File: src/rtl/serial_sub_pkg.sv
// rtl/serial_sub_pkg.sv - shared types and helpers for the bit-serial subtractor
//
// Purpose : FSM state encoding and the counter-width helper used by
//           serial_subtractor.
// Ports   : none (package).

package serial_sub_pkg;

  typedef enum logic [1:0] {
    IDLE  = 2'd0,
    SHIFT = 2'd1,
    DONE  = 2'd2
  } state_t;

  // Bits needed for a counter that must reach w-1. The result is never below 1,
  // so that a 1-bit counter still exists for the smallest width.
  function automatic int count_width(input int w);
    if (w <= 2) begin
      return 1;
    end
    return $clog2(w);
  endfunction

endpackage

File: src/rtl/full_subtractor.sv
// rtl/full_subtractor.sv - single-bit combinational full subtractor cell
//
// Purpose : d = x - y - bi (one bit), with borrow-out bo.
// Ports   : x  in  minuend bit
//           y  in  subtrahend bit
//           bi in  borrow-in
//           d  out difference bit
//           bo out borrow-out

module full_subtractor (
  input  logic x,
  input  logic y,
  input  logic bi,
  output logic d,
  output logic bo
);

  assign d  = x ^ y ^ bi;
  // Borrow when y exceeds x outright, or when x==y and a borrow is coming in.
  assign bo = (~x & y) | (~(x ^ y) & bi);

endmodule

File: src/rtl/serial_subtractor.sv
// rtl/serial_subtractor.sv - bit-serial N-bit subtractor, LSB first
//
// Purpose : diff = a - b - bin, one bit per clock through a single
//           full_subtractor cell and a registered borrow.
// Params  : WIDTH  operand/result width, 2..32
// Ports   : clk    in   rising-edge clock
//           rst_n  in   asynchronous active-low reset
//           start  in   request, sampled only in IDLE
//           a      in   minuend, captured on accept
//           b      in   subtrahend, captured on accept
//           bin    in   borrow-in, captured on accept
//           busy   out  high while bits are processed
//           done   out  one-cycle pulse, results valid from this cycle
//           diff   out  a - b - bin mod 2^WIDTH
//           bout   out  unsigned borrow-out
//           ovf    out  signed overflow (only with SERIAL_SUB_OVF_EN)
// Config  : define SERIAL_SUB_OVF_EN to add the ovf port and its logic.

module serial_subtractor
  import serial_sub_pkg::*;
#(
  parameter int WIDTH = 8
) (
  input  logic             clk,
  input  logic             rst_n,
  input  logic             start,
  input  logic [WIDTH-1:0] a,
  input  logic [WIDTH-1:0] b,
  input  logic             bin,
  output logic             busy,
  output logic             done,
`ifdef SERIAL_SUB_OVF_EN
  output logic             ovf,
`endif
  output logic [WIDTH-1:0] diff,
  output logic             bout
);

  localparam int CW = count_width(WIDTH);

  state_t           state;
  state_t           state_nxt;
  logic [WIDTH-1:0] sa;
  logic [WIDTH-1:0] sb;
  logic             br;
  logic [CW-1:0]    count;
  logic             x;
  logic             y;
  logic             d;
  logic             bo;
  logic             last;

  assign x    = sa[0];
  assign y    = sb[0];
  assign last = (count == CW'(WIDTH - 1));

  full_subtractor u_fs (
    .x  (x),
    .y  (y),
    .bi (br),
    .d  (d),
    .bo (bo)
  );

  always_ff @(posedge clk or negedge rst_n) begin
    if (!rst_n) begin
      state <= IDLE;
    end else begin
      state <= state_nxt;
    end
  end

  always_comb begin
    state_nxt = state;
    busy      = 1'b0;
    done      = 1'b0;
    case (state)
      IDLE: begin
        if (start) begin
          state_nxt = SHIFT;
        end
      end
      SHIFT: begin
        busy = 1'b1;
        if (last) begin
          state_nxt = DONE;
        end
      end
      DONE: begin
        done      = 1'b1;
        state_nxt = IDLE;
      end
      default: begin
        state_nxt = IDLE;
      end
    endcase
  end

  // Operands shift right so the current bit is always at position 0; the
  // result enters at the MSB so that after WIDTH shifts it is fully aligned.
  // On the last bit sa[0]/sb[0] are the original operand MSBs.
  always_ff @(posedge clk or negedge rst_n) begin
    if (!rst_n) begin
      sa    <= '0;
      sb    <= '0;
      br    <= 1'b0;
      count <= '0;
      diff  <= '0;
      bout  <= 1'b0;
`ifdef SERIAL_SUB_OVF_EN
      ovf   <= 1'b0;
`endif
    end else begin
      case (state)
        IDLE: begin
          if (start) begin
            sa    <= a;
            sb    <= b;
            br    <= bin;
            count <= '0;
          end
        end
        SHIFT: begin
          diff  <= {d, diff[WIDTH-1:1]};
          sa    <= sa >> 1;
          sb    <= sb >> 1;
          br    <= bo;
          count <= count + CW'(1);
          if (last) begin
            bout <= bo;
`ifdef SERIAL_SUB_OVF_EN
            // Operands of differing sign whose result sign differs from the
            // minuend's cannot be represented.
            ovf  <= (x ^ y) & (d ^ x);
`endif
          end
        end
        default: begin
        end
      endcase
    end
  end

endmodule

File: config.mk
export PLATFORM = sky130hd
export DESIGN_NAME = serial_subtractor
export DESIGN_NICKNAME = d
export VERILOG_FILES = /design/src/rtl/serial_sub_pkg.sv /design/src/rtl/full_subtractor.sv /design/src/rtl/serial_subtractor.sv
export SDC_FILE = /design/constraint.sdc
export NUM_CORES = 1
export LEC_CHECK = 0
export BUFFER_PORTS_ARGS = -buffer_cell sky130_fd_sc_hd__buf_4
export CAP_MARGIN = 20
export CORE_MARGIN = 2
export CORE_UTILIZATION = 40
export DETAILED_ROUTE_END_ITERATION = 10
export SLEW_MARGIN = 5
export SYNTH_ARGS = -nofsm -noshare
export SYNTH_HDL_FRONTEND = slang
export SYNTH_HIERARCHICAL = 1
export SYNTH_SLANG_ARGS = --single-unit
File: constraint.sdc
create_clock -name clk -period 2.5 [get_ports clk]
set_input_delay 0.125 -clock clk [delete_from_list [all_inputs] [get_ports clk]]
set_output_delay 0.125 -clock clk [all_outputs]
set_load 0.02 [all_outputs]
==> impl_results.md <==
* Status: completed
* Clk_lat worst skew at 0.33 ns
* Post-route cell area at 1730 um^2
* Setup violations, final at 0
* Setup crit start kind: flip-flop
* Die area at 4040 um^2
* Final Critical Period at about 1.7 ns
* Synthesized flop and latch total at 31
* Total core area at roughly 3400 um^2
* Mapped Area at 1420 um^2
* Final ANT Viol Nets at 0
* WP data required at 2.38 ns
* Pin count of the biggest net entering global routing at 32
* Share of Yosys cell area claimed by the top area cell type at 0.547
* Final std cells w/o fill at 193
* Synth warnings at 6
* Via density at approximately 5.2
* Core Rows at 21
* Number of remaining DRC errors at 0
* CTS sink count at 31
* Post-synth cell types at 29
* Power density over cell area at 1270 nW/um^2
* H-tree depth at 2
* P&R area growth vs syn at 22.0%
* Antenna violations before repair at 0
* Most frequent cells in the layout: dfrtp_1, buf_4, o22a_1, mux2_2, nand2_1
* Crit path max fanout at 19
* Slew margin rel. at 0.680
* Resized cells post-CTS at 0
* Critical path type: flip-flop to output pin
* Gr usage total at 0.153
* Unrepaired setup endpoints after global routing: false
* Drt pass-1 iters at 4
* Total Routed Length at 2.78 mm
* Hold buffer count at CTS at 1
* Final nets at 170
* # diodes at 0
* CTS clk-pin slew, worst paths at 0.09 ns
* DPL Wire Length at approximately 1.9 mm
* Chip height at 63.6 um
* DR vias at approximately 1000
* Postcts setup bufs at 0
* CTS tree: yes
* LEAKAGE at 0.800 nW
* Share of post-route cells with drive strength above 1 at 0.354
* Hold Crit Class: primary input to flip-flop
* Tcrit/Tclk final at 0.668
* Vias in the first global route at 1066
* Seq/Total Area, Yosys at 0.547
* Setup Skew at around 0.0089 ns
* First-pass GRT wire length at 4.70 mm
* Tightest Pin Transition at 0.479 ns
* Inst Count DP at roughly 190
* CP peak stage delay at 0.50 ns
* DP Area at 1660 um^2
* Slowest CP cell: nor2b_4
* Top cells by area, synth: dfrtp_1, o22a_1, mux2_2
* Final hold vios at 0
* Gr ovfl total at 0
* Routed WL per cell at 14.4 um
* Maximum clock rate at 0.599 GHz
* CP Cell Sequence: nor2b_4 -> buf_4
* Maximum vdd drop at between 400 and 500 uV
* Syn Area/Cell at around 12 um^2
* Synth Instances at 114
* Total power at 0.00219 W
* Cell taking the most area after synthesis: dfrtp_1
* Sum Neg Setup Slack at 0 ns
* Layout Utilization at 0.515
* Buffers added on ports at 30
* CTS max path bufs at 2
* CP endpoint kind: output pin
* Slew Viols, Final at 0
* IO Count at 31
* Max-Cap Viols at 0
* Die width at 63.6 um
* CTS Root Cell: clkbuf_4
* Starting Density at 0.422
* Syn_nets at 137
* Num CTS Buffers at 5
* Worst EP arrival at 1.54 ns
* Iter 0 DRT Violations at 22
* RD Place Congestion at slightly above 0.7
worst max-delay path: cells and delay by family (launching register included):
kind | cells | cell delay [ns]
and+or+nand+nor | 1 | 0.50
DFF | 1 | 0.49
buffers and inverters | 1 | 0.23
registers in the layout (all words and copies together) (netlist names):
register  flops
bout          1
br            1
count         3
diff          8
sa            8
sb            8
state         2
cell usage after synthesis:
master    instances
a22oi_1           5
o22a_1           18
a21oi_1           2
or2b_1            1
clkbuf_1          2
nand2b_1          2
nor2_2            2
a22o_1            2
nor2_1            1
ha_1              2
and2b_1           2
buf_4             2
nand2_1           7
or2_1             1
o21ai_0           3
mux2_2            8
buf_6             2
a221o_1           1
inv_1             3
inv_2             1
nor2b_4           1
mux2_4            1
dfrtp_1          31
and2_4            1
nand3_1           5
fa_1              1
nor2b_1           1
a32o_1            1
nand3b_1          5
cell families after synthesis:
kind of cell	count (synthesis)	synth area share
mux	9	0.0741
fa+ha+maj	3	0.0317
simple gates	29	0.123
compound gates	32	0.182
buf+inv	10	0.0423
flops	31	0.547
report_power, final:
part	switching (W)	internal (W)	leakage (nW)
registers	0.000169	0.000746	0.373
clock network	0.000159	0.000130	0.0341
logic	0.000458	0.000532	0.393
total	0.000786	0.00141	0.800
path summary, 6_finish.rpt:
path / start / to / slack (ns) / cells after the start
worst max-delay path: state[0]$_DFFE_PN0P_ / busy / 0.83 / 2
worst min-delay path: bin / br$_DFFE_PN0P_ / 0.04 / 3
worst max register to register: state[0]$_DFFE_PN0P_ / bout$_DFFE_PN0P_ / 0.89 / 3
worst min register to register: count[0]$_DFFE_PN0P_ / count[0]$_DFFE_PN0P_ / 0.48 / 1
max in group asynchronous: rst_n / sa[5]$_DFFE_PN0P_ / 1.96 / 2
min in group asynchronous: rst_n / diff[7]$_DFFE_PN0P_ / 0.26 / 2
routing by layer:
layer	track usage	vias to the layer above	routed length [um]
li1	-	481	-
met4	0.0652	0	47
met2	0.254	29	1280
met1	0.176	496	1280
met5	0	-	0
met3	0.0589	6	181
cell type report:
cell class | count | area, um^2
inverters | 4 | 15.0
repair buffers | 32 | 243
well taps | 46 | 57.6
clock inverters | 1 | 5.00
multi-input cells | 73 | 583
fillers | 342 | 1630
flip-flops and latches | 31 | 776
clock buffers | 6 | 51.3
through the flow:
step                hold slack (ns)  setup WS [ns]
floorplan                    -0.171           1.22
global placement             0.0786          0.965
detailed placement           0.0810          0.911
CTS                          0.0249          0.818
global route                 0.0246          0.733
finish                       0.0393          0.830
Note: power is estimated with default switching activity, not from simulation.
